$ cat src/rtl/blowfish_pkg.sv
// Shared constants and types for the Blowfish datapath.
// Used by the byte packer and the encryption core.
package blowfish_pkg;

    localparam int BLOCK_W         = 64;
    localparam int BYTE_W          = 8;
    localparam int BYTES_PER_BLOCK = 8;

    localparam logic [BLOCK_W-1:0] PAD_FULL_BLOCK = 64'h0808080808080808;

    typedef logic [BLOCK_W-1:0] block_t;

    typedef enum logic [1:0] {
        FILL,
        HOLD,
        HOLD_PAD
    } pk_state_e;

endpackage

$ cat src/rtl/blowfish_block_packer_if.sv
// Byte-stream in / block-out handshake bundle of the packer.
interface blowfish_block_packer_if;
    import blowfish_pkg::*;

    logic [BYTE_W-1:0] in_byte;
    logic              in_valid;
    logic              in_last;
    logic              in_ready;
    block_t            out_block;
    logic              out_valid;
    logic              out_ready;
    logic              out_last;
    logic [3:0]        out_pad_len;

    modport slave (
        input  in_byte, in_valid, in_last, out_ready,
        output in_ready, out_block, out_valid, out_last, out_pad_len
    );

    modport master (
        output in_byte, in_valid, in_last, out_ready,
        input  in_ready, out_block, out_valid, out_last, out_pad_len
    );

endinterface

$ cat src/rtl/blowfish_block_packer_pad_gen.sv
// Fills the tail of a partial block: pad value 8-n, or zeros.
module blowfish_pad_gen
    import blowfish_pkg::*;
(
    input  block_t     partial,
    input  logic [3:0] n,
    input  logic       pad_en,
    output block_t     padded,
    output logic [3:0] pad_len
);

    always_comb begin
        pad_len = 4'd8 - n;
        padded  = partial;
        for (int k = 0; k < BYTES_PER_BLOCK; k++) begin
            if (k >= int'(n)) begin
                padded[BLOCK_W-1-BYTE_W*k -: BYTE_W] =
                    pad_en ? {4'd0, pad_len} : '0;
            end
        end
    end

endmodule

$ cat src/rtl/blowfish_block_packer.sv
// Packs a byte stream big-endian into 64-bit blocks with PKCS#7 or zero fill.
module blowfish_block_packer
    import blowfish_pkg::*;
#(
    parameter bit PAD_EN = 1'b1,
    parameter int CNT_W  = 16
) (
    input  logic                   clk,
    input  logic                   rst,
    blowfish_block_packer_if.slave bus,
    output logic [CNT_W-1:0]       blk_count
);

    pk_state_e        state_q, state_d;
    logic [2:0]       idx_q, idx_d;
    block_t           blk_q, blk_d;
    logic             last_q, last_d;
    logic [3:0]       pad_q, pad_d;
    logic [CNT_W-1:0] cnt_q, cnt_d;

    block_t     ins;
    block_t     padded;
    logic [3:0] n;
    logic [3:0] fill_len;
    logic       acc;

    assign bus.in_ready    = (state_q == FILL) & ~rst;
    assign bus.out_valid   = (state_q != FILL);
    assign bus.out_block   = blk_q;
    assign bus.out_last    = last_q;
    assign bus.out_pad_len = pad_q;
    assign blk_count       = cnt_q;

    assign acc = bus.in_valid & bus.in_ready;
    assign n   = {1'b0, idx_q} + 4'd1;

    always_comb begin
        ins = blk_q;
        ins[BLOCK_W-1-BYTE_W*int'(idx_q) -: BYTE_W] = bus.in_byte;
    end

    blowfish_pad_gen u_pad (
        .partial (ins),
        .n       (n),
        .pad_en  (PAD_EN),
        .padded  (padded),
        .pad_len (fill_len)
    );

    always_comb begin
        state_d = state_q;
        idx_d   = idx_q;
        blk_d   = blk_q;
        last_d  = last_q;
        pad_d   = pad_q;
        cnt_d   = cnt_q;
        unique case (state_q)
            FILL: begin
                if (acc) begin
                    blk_d = ins;
                    idx_d = idx_q + 3'd1;
                    if (bus.in_last) begin
                        idx_d = '0;
                        if (idx_q != 3'd7) begin
                            blk_d   = padded;
                            pad_d   = fill_len;
                            last_d  = 1'b1;
                            state_d = HOLD;
                        end else begin
                            pad_d   = '0;
                            last_d  = !PAD_EN;
                            state_d = PAD_EN ? HOLD_PAD : HOLD;
                        end
                    end else if (idx_q == 3'd7) begin
                        idx_d   = '0;
                        pad_d   = '0;
                        last_d  = 1'b0;
                        state_d = HOLD;
                    end
                end
            end
            HOLD: begin
                if (bus.out_ready) begin
                    idx_d   = '0;
                    cnt_d   = cnt_q + {{(CNT_W-1){1'b0}}, 1'b1};
                    state_d = FILL;
                end
            end
            HOLD_PAD: begin
                // Extra all-pad block follows with no valid gap
                if (bus.out_ready) begin
                    blk_d   = PAD_FULL_BLOCK;
                    pad_d   = 4'd8;
                    last_d  = 1'b1;
                    cnt_d   = cnt_q + {{(CNT_W-1){1'b0}}, 1'b1};
                    state_d = HOLD;
                end
            end
            default: state_d = FILL;
        endcase
    end

    always_ff @(posedge clk or posedge rst) begin
        if (rst) begin
            state_q <= FILL;
            idx_q   <= '0;
            blk_q   <= '0;
            last_q  <= 1'b0;
            pad_q   <= '0;
            cnt_q   <= '0;
        end else begin
            state_q <= state_d;
            idx_q   <= idx_d;
            blk_q   <= blk_d;
            last_q  <= last_d;
            pad_q   <= pad_d;
            cnt_q   <= cnt_d;
        end
    end

endmodule

$ cat src/flat_wrapper.sv
// flat-port wrapper written by rule: the top's interface ports become plain ports
module blowfish_block_packer_flat import blowfish_pkg::*;
#(
    parameter bit PAD_EN = 1'b1,
    parameter int CNT_W  = 16
)
  (clk, rst, blk_count, bus_in_byte, bus_in_valid, bus_in_last, bus_out_ready, bus_in_ready, bus_out_block, bus_out_valid, bus_out_last, bus_out_pad_len);
  blowfish_block_packer_if bus_i ();
  input  logic clk;
  input  logic rst;
  output logic [CNT_W-1:0] blk_count;
  input wire logic [$bits(bus_i.in_byte)-1:0] bus_in_byte;
  input wire logic [$bits(bus_i.in_valid)-1:0] bus_in_valid;
  input wire logic [$bits(bus_i.in_last)-1:0] bus_in_last;
  input wire logic [$bits(bus_i.out_ready)-1:0] bus_out_ready;
  output wire logic [$bits(bus_i.in_ready)-1:0] bus_in_ready;
  output wire logic [$bits(bus_i.out_block)-1:0] bus_out_block;
  output wire logic [$bits(bus_i.out_valid)-1:0] bus_out_valid;
  output wire logic [$bits(bus_i.out_last)-1:0] bus_out_last;
  output wire logic [$bits(bus_i.out_pad_len)-1:0] bus_out_pad_len;
  assign bus_i.in_byte = bus_in_byte;
  assign bus_i.in_valid = bus_in_valid;
  assign bus_i.in_last = bus_in_last;
  assign bus_i.out_ready = bus_out_ready;
  assign bus_in_ready = bus_i.in_ready;
  assign bus_out_block = bus_i.out_block;
  assign bus_out_valid = bus_i.out_valid;
  assign bus_out_last = bus_i.out_last;
  assign bus_out_pad_len = bus_i.out_pad_len;
  blowfish_block_packer #(.PAD_EN(PAD_EN), .CNT_W(CNT_W)) u_core (.clk(clk), .rst(rst), .bus(bus_i), .blk_count(blk_count));
endmodule
$ cat config.mk
export PLATFORM = sky130hd
export DESIGN_NAME = blowfish_block_packer_flat
export DESIGN_NICKNAME = d
export VERILOG_FILES = /design/src/rtl/blowfish_pkg.sv /design/src/rtl/blowfish_block_packer_if.sv /design/src/rtl/blowfish_block_packer_pad_gen.sv /design/src/rtl/blowfish_block_packer.sv /design/src/flat_wrapper.sv
export SDC_FILE = /design/constraint.sdc
export NUM_CORES = 1
export LEC_CHECK = 0
export ABC_CLOCK_PERIOD_IN_PS = 7890
export CAP_MARGIN = 20
export CORE_ASPECT_RATIO = 1.2
export CORE_UTILIZATION = 44
export DETAILED_ROUTE_END_ITERATION = 8
export PLACE_DENSITY = 0.7
export SETUP_SLACK_MARGIN = 0.1
export SYNTH_ARGS = -nofsm -noshare
export SYNTH_HDL_FRONTEND = slang
export SYNTH_SLANG_ARGS = --single-unit
$ cat constraint.sdc
create_clock -name clk -period 7.89 [get_ports clk]
set_clock_uncertainty 0.15 [all_clocks]
set_input_delay 0.789 -clock clk [delete_from_list [all_inputs] [get_ports clk]]
set_output_delay 0.789 -clock clk [all_outputs]
set_load 0.05 [all_outputs]
==> results of run 1 <==
[cell type report]
type	count	area (µm²)
Clock buffer	9	225
Clock inverter	7	76.3
Fill cell	990	4720
Inverter	13	50.0
Multi-Input combinational cell	362	2480
Sequential cell	90	2250
Tap cell	132	165
Timing Repair Buffer	102	1010
[power groups by stage]
stage,sequential (W),clock (W),combinational (W)
after floorplan,0.00102,0,0.000517
after global placement,0.000683,0,0.00121
after detailed placement,0.000686,0,0.00122
after CTS,0.000681,0.000441,0.00122
after global routing,0.000696,0.000463,0.00130
final,0.000682,0.000434,0.00123
[state kept, by name (all words and copies together) (netlist names)]
register and cells:
u_core.blk_count 16, u_core.bus.out_block 64, u_core.bus.out_last 1, u_core.bus.out_pad_len 4
u_core.idx_q 3, u_core.state_q 2
[worst register-to-register path, stage by stage, from the launching register on]
cell and delay (ns):
dfrtp_1 0.90, ha_1 0.46, ha_1 0.54, and2b_1 0.30, nand4_1 0.29, mux2_2 0.39, o2111ai_1 0.19
[stage by stage]
step | area, µm² | total power [W] | hold WS (ns) | setup slack [ns]
final | 6260 | 0.00234 | 0.333 | 4.31
after global routing | 6260 | 0.00246 | 0.350 | 4.19
after CTS | 6260 | 0.00235 | 0.335 | 4.35
after detailed placement | 5960 | 0.00191 | 0.320 | 4.49
after global placement | 5960 | 0.00189 | 0.314 | 4.60
after floorplan | 4950 | 0.00154 | 0.350 | 4.62
[cell usage in the layout, fill, tap and decap left out, types with 12 or more instances in the layout]
| cell type | synthesis | routed |
|---|---|---|
| a21oi_1 | 43 | 43 |
| a22o_1 | 15 | 15 |
| clkdlybuf4s50_1 | 0 | 99 |
| dfrtp_1 | 90 | 90 |
| inv_1 | 13 | 12 |
| mux2i_1 | 28 | 28 |
| nand2_1 | 39 | 39 |
| nand3_1 | 26 | 26 |
| nor2_1 | 20 | 20 |
| o21ai_0 | 38 | 38 |
| xnor2_1 | 12 | 12 |
[cell families (layout without fill, tap and decap cells)]
family / count (synthesis) / in the layout / synth area share (%)
mux: 35 / 35 / 7.49
xor+xnor: 17 / 17 / 3.01
compound gates: 155 / 155 / 21.4
simple gates: 144 / 144 / 15.5
fa+ha+maj: 11 / 11 / 2.78
flops: 90 / 90 / 45.5
buf+inv: 44 / 131 / 4.28
[final timing paths]
path	start	endpoint	slack [ns]
worst max-delay path	u_core.state_q[0]	bus_in_ready	4.31
max in group asynchronous	rst	u_core.bus.out_block[37]	5.70
min in group asynchronous	rst	u_core.bus.out_block[3]	0.74
worst max register to register	u_core.idx_q[1]	u_core.bus.out_block[43]	4.57
worst min-delay path	u_core.blk_count[15]	u_core.blk_count[15]	0.33
worst min register to register	u_core.blk_count[15]	u_core.blk_count[15]	0.33
[routing by layer]
metal	wire [µm]	part of all wire, %
met1	5660	41
met2	6870	49
met3	1040	7.5
met4	329	2.4
met5	0	0
==> metrics, run 1 <==
setup bufs post-CTS=0; Gate power share=52.4%; area share of the largest cell type after synthesis=45.5%; P_int=0.00121 W; post-synthesis sequential area ratio=45.5%; Worst IR Drop VDD=0.305 mV; Post-synth ARST share=100%; Synth-to-Final Area Change=26.7%; status=complete, but fails checks; worst-path fanout max=17; Top FF cell, synth=dfrtp_1; Via Count=4,358; Syn Nets=520; setup TNS=0 ns; Clock Sinks=90; total CTS buffers=9; P_leak=2.65 nW; M1 GR Usage=33.3%; Final Util=57.0%; total grt overflow=0; placed insts=699; Initial DRC Count=440; gate count of the mapped netlist=496; Final Critical Period=3.58 ns; chip height=118 µm; Worst setup SP type=flop; syn_area_per_cell=9.97 µm²; synthesized flop and latch total=90; Crit path depth=5; Sw Ratio=48.4%; most common cell in the netlist=dfrtp_1; CTS tree=built; Final Hold Viols=0; vias in the first global route=4,466; EDFF count, synth=0; Distinct cells, synth=63; WS Path Type=reg2out; DR DRC count=1; Net Switching=0.00113 W; Rows=42; Initial Util=45.0%; Max-Cap Viols=0; Max stage delay cell, worst path=clkdlybuf4s50_1; DR pass1 iterations=8; Worst-path clk slew=0.07 ns; Slew HR=41.8%; CP Buf/Inv Count=3; met2 Usage GRT=40.9%; via-per-instance ratio=6.10; Die X=98.8 µm; initial antenna violation count=0; die area=0.0117 mm²; unrepaired setup endpoints after global routing=false; failing checks=DRC; busiest grt layer=met2; CP peak stage delay=0.81 ns; largest area contributor in the netlist=dfrtp_1; FMAX=280 MHz; largest net degree at the start of global routing=60; post_cts resized=0; Worst EP arrival=2.64 ns; Req. time, crit path=6.95 ns; worst skew pair latency=0.35 ns; WL per Instance=19.5 µm; hold path cells=1; Critical Path Sink Type=output pin; Max clock buf depth=2; first-pass GRT wire length=23.0 mm; htree depth=3; Post-Syn Area=0.00495 mm²; final wirelength=13.9 mm; Finish-stage setup viols=0; NumNets Final=602; Most Frequent Cell on Critical Path=inv_1; family with the most delay on the worst path=buffers and inverters; n_diodes=0; gp weighted congestion=0.922; gr usage total=25.3%; Slew @ Worst Pin=0.873 ns; sequential share of power=29.1%; met3 Track Usage GR=4.85%; period utilisation layout=45.3%; Critical Path, Cell by Cell=inv_1, ha_1, inv_1, nor2_1, clkdlybuf4s50_1; io pins=100; Ys Warns=0; Core Region=0.0110 mm²; share of layout cells above drive strength 1=6.69%; # hold bufs at CTS=0; ANT nets after route=0; power per cell area=374 mW/mm²; reg2reg path depth=6; port bufs=99; Clk pwr share=18.5%; DP Wirelength=9.94 mm; top cells by area, synth=dfrtp_1 (46%), mux2i_1 (5.7%), a21oi_1 (4.4%), o21ai_0 (3.8%), nand2_1 (3.0%); Clock Tree Root=clkbuf_16; Final Non-Filler Cells=715; Hold WC Path Type=reg2reg; synth cell count leaders=dfrtp_1 (90), a21oi_1 (43), nand2_1 (39); Final Max Slew Viols=0
(Power assumes the default switching activity.)
==> run 2: changes to the inputs <==
--- a/config.mk
+++ b/config.mk
@@ -5,12 +5,12 @@
 export SDC_FILE = /design/constraint.sdc
 export NUM_CORES = 1
 export LEC_CHECK = 0
-export ABC_CLOCK_PERIOD_IN_PS = 7890
+export ABC_CLOCK_PERIOD_IN_PS = 2900
 export CAP_MARGIN = 20
 export CORE_ASPECT_RATIO = 1.2
 export CORE_UTILIZATION = 44
 export DETAILED_ROUTE_END_ITERATION = 8
-export PLACE_DENSITY = 0.7
+export PLACE_DENSITY = 0.73
 export SETUP_SLACK_MARGIN = 0.1
 export SYNTH_ARGS = -nofsm -noshare
 export SYNTH_HDL_FRONTEND = slang
==> constraint.sdc (replaced) <==
create_clock -name clk -period 2.9 [get_ports clk]
set_clock_uncertainty 0.15 [all_clocks]
set_input_delay 0.29 -clock clk [delete_from_list [all_inputs] [get_ports clk]]
set_output_delay 0.29 -clock clk [all_outputs]
set_load 0.05 [all_outputs]
==> run 2 against run 1 <==
The flow still finishes with violations (DRC). Worst setup slack lost 4.0 ns. Clock-buffer cell count is 1 higher. Routed wire length grew 3.9%. Cell count up 2.4%. Hold slack got worse by 0.015 ns.
==> metrics, run 2 (synthesis results as in run 1) <==
status=complete, but fails checks (unchanged); failing checks=DRC (unchanged); Final Hold Viols=0 (unchanged); filler instances=959 (was 990); Clock Sinks=90 (unchanged); Rows=42 (unchanged); Min-Delay Startpoint=u_core.blk_count[15] (unchanged); WS Path Type=reg2reg (was reg2out); Final Critical Period=2.59 ns; worst skew pair latency=0.34 ns (was 0.35 ns); die area=0.0117 mm² (unchanged); DR pass1 iterations=7 (was 8); WL per Instance=19.8 µm (was 19.5 µm); # hold bufs at CTS=0 (unchanged); largest net degree at the start of global routing=49 (was 60); Seq. cell area=0.00225 mm² (unchanged); port bufs=99 (unchanged); Worst-path clk slew=0.07 ns (about the same); total CTS buffers=9 (unchanged); final wirelength=14.5 mm (was 13.9 mm); DP Wirelength=10.6 mm (was 9.94 mm); worst setup margin=0.311 ns (was 4.31 ns); htree depth=3 (unchanged); Req. time, crit path=3.01 ns (was 6.95 ns); Slew HR=50.5% (was 41.8%); Max-Cap Viols=0 (unchanged); Max clock buf depth=2 (unchanged); Via Count=4,367 (was 4,358); commonest non-fill, non-tap cell in the layout=clkdlybuf4s50_1 (unchanged); CP Launch Point=u_core.state_q[0] (unchanged); placed insts=716 (was 699); Hold WC Path Type=reg2reg (unchanged); power per cell area=1030 mW/mm² (was 374 mW/mm²); Die X=98.8 µm (unchanged); share of layout cells above drive strength 1=9.50% (was 6.69%); post_cts resized=0 (unchanged); Critical Path Sink Type=flop (was output pin); multi-input logic area=0.00248 mm² (unchanged); n_diodes=0 (unchanged); setup bufs post-CTS=0 (unchanged); Synth-to-Final Area Change=30.2% (was 26.7%); vias in the first global route=4,390 (was 4,466); gp weighted congestion=0.897 (was 0.922); gr usage total=25.5% (was 25.3%); initial antenna violation count=0 (unchanged); CTS tree=built (unchanged); Slew @ Worst Pin=0.741 ns (was 0.873 ns); Final Non-Filler Cells=732 (was 715); Final Max Slew Viols=0 (unchanged); Crit Reg-Reg Startpoint=u_core.state_q[0] (was u_core.idx_q[1]); Final Util=58.6% (was 57.0%); worst-path fanout max=19 (was 17); first-pass GRT wire length=23.1 mm (was 23.0 mm); P_leak=2.76 nW (was 2.65 nW); Initial DRC Count=248 (was 440); setup TNS=0 ns (unchanged); Finish-stage setup viols=0 (unchanged); Worst EP arrival=2.70 ns (was 2.64 ns); max reg flops=64 (unchanged); Clock Tree Root=clkbuf_16 (unchanged); Core Region=0.0110 mm² (unchanged); total grt overflow=0 (unchanged); DR DRC count=1 (unchanged); NumNets Final=619 (was 602); Initial Util=45.0% (unchanged); FMAX=386 MHz; period utilisation layout=89.3%; unrepaired setup endpoints after global routing=false (unchanged); dpl ws=0.335 ns (was 4.49 ns); ANT nets after route=0 (unchanged); via-per-instance ratio=5.97 (was 6.10); io pins=100 (unchanged); Worst IR Drop VDD=0.684 mV (was 0.305 mV); commonest non-fill, non-tap cells in the layout=clkdlybuf4s50_1 (98), dfrtp_1 (90), a21oi_1 (43) (was clkdlybuf4s50_1 (99), dfrtp_1 (90), a21oi_1 (43)); Worst setup SP type=flop (unchanged); chip height=118 µm (unchanged)
[run 2: changes by cell type in the layout (fill, tap and decap cells not counted)]
| cell | delta |
|---|---|
| buf_12 | +1 |
| inv_6 | -1 |
| bufinv_16 | +2 |
| inv_8 | -2 |
| clkdlybuf4s50_1 | -1 |
| clkinv_4 | +1 |
| clkbuf_8 | +1 |
| clkinv_8 | -1 |
| buf_4 | +17 |
[run 2: routing by layer]
| metal | global-route usage [%] | up-vias | routed length (µm) | share of wire, % |
|---|---|---|---|---|
| li1 | - | 2021 | - | - |
| met1 | 32.7 | 2141 | 6260 | 43 |
| met4 | 11.4 | 0 | 485 | 3.4 |
| met2 | 41.9 | 166 | 6980 | 48 |
| met5 | 0 | - | 0 | 0 |
| met3 | 4.85 | 39 | 727 | 5.0 |
[run 2: path summary, 6_finish.rpt]
check / endpoint / slack, ns / cells after the start
setup / recovery: u_core.bus.out_block[60] / 0.31 / 7
hold / removal: u_core.blk_count[15] / 0.32 / 1
setup reg to reg: u_core.bus.out_block[60] / 0.31 / 7
hold reg to reg: u_core.blk_count[15] / 0.32 / 1
max in group asynchronous: u_core.bus.out_block[56] / 1.53 / 3
min in group asynchronous: u_core.blk_count[0] / 0.36 / 2
[run 2: through the flow]
| step | hold slack [ns] | cell area, µm² | total power, W |
|---|---|---|---|
| 4_1_cts | 0.325 | 6440 | 0.00664 |
| 5_1_grt | 0.354 | 6440 | 0.00694 |
| 2_1_floorplan | 0.280 | 4950 | 0.00419 |
| 6_report | 0.318 | 6440 | 0.00662 |
| 3_5_place_dp | 0.316 | 6100 | 0.00530 |
| 3_3_place_gp | 0.315 | 6100 | 0.00524 |
[run 2: cell type report]
cell class                 count  share of cell area, %
multi-input combinational    362                   38.6
sequential                    90                   35.0
timing repair buffer         119                   17.9
clock buffer                  10                   3.71
tap                          132                   2.57
clock inverter                 6                   1.52
inverter                      13                  0.777
[run 2: worst max-delay path, cell delays in order, from the launching register on]
cell	delay (ns)
dfrtp_1	0.39
inv_1	0.09
ha_1	0.34
mux2i_4	0.30
a21o_1	0.59
buf_4	0.32
o21ai_0	0.13
a21oi_1	0.20
[run 2: report_power, final]
part           internal [W]  switching [W]
sequential          0.00156       0.000248
clock              0.000791       0.000520
combinational       0.00120        0.00230
total               0.00355        0.00307
==> run 3: changes to the inputs <==
--- a/config.mk
+++ b/config.mk
@@ -6,7 +6,7 @@
 export NUM_CORES = 1
 export LEC_CHECK = 0
 export ABC_CLOCK_PERIOD_IN_PS = 2900
-export CAP_MARGIN = 20
+export CAP_MARGIN = 40
 export CORE_ASPECT_RATIO = 1.2
 export CORE_UTILIZATION = 44
 export DETAILED_ROUTE_END_ITERATION = 8
==> results of run 3 <==
No change in the layout: final DEF, timing and power equal those of run 2.
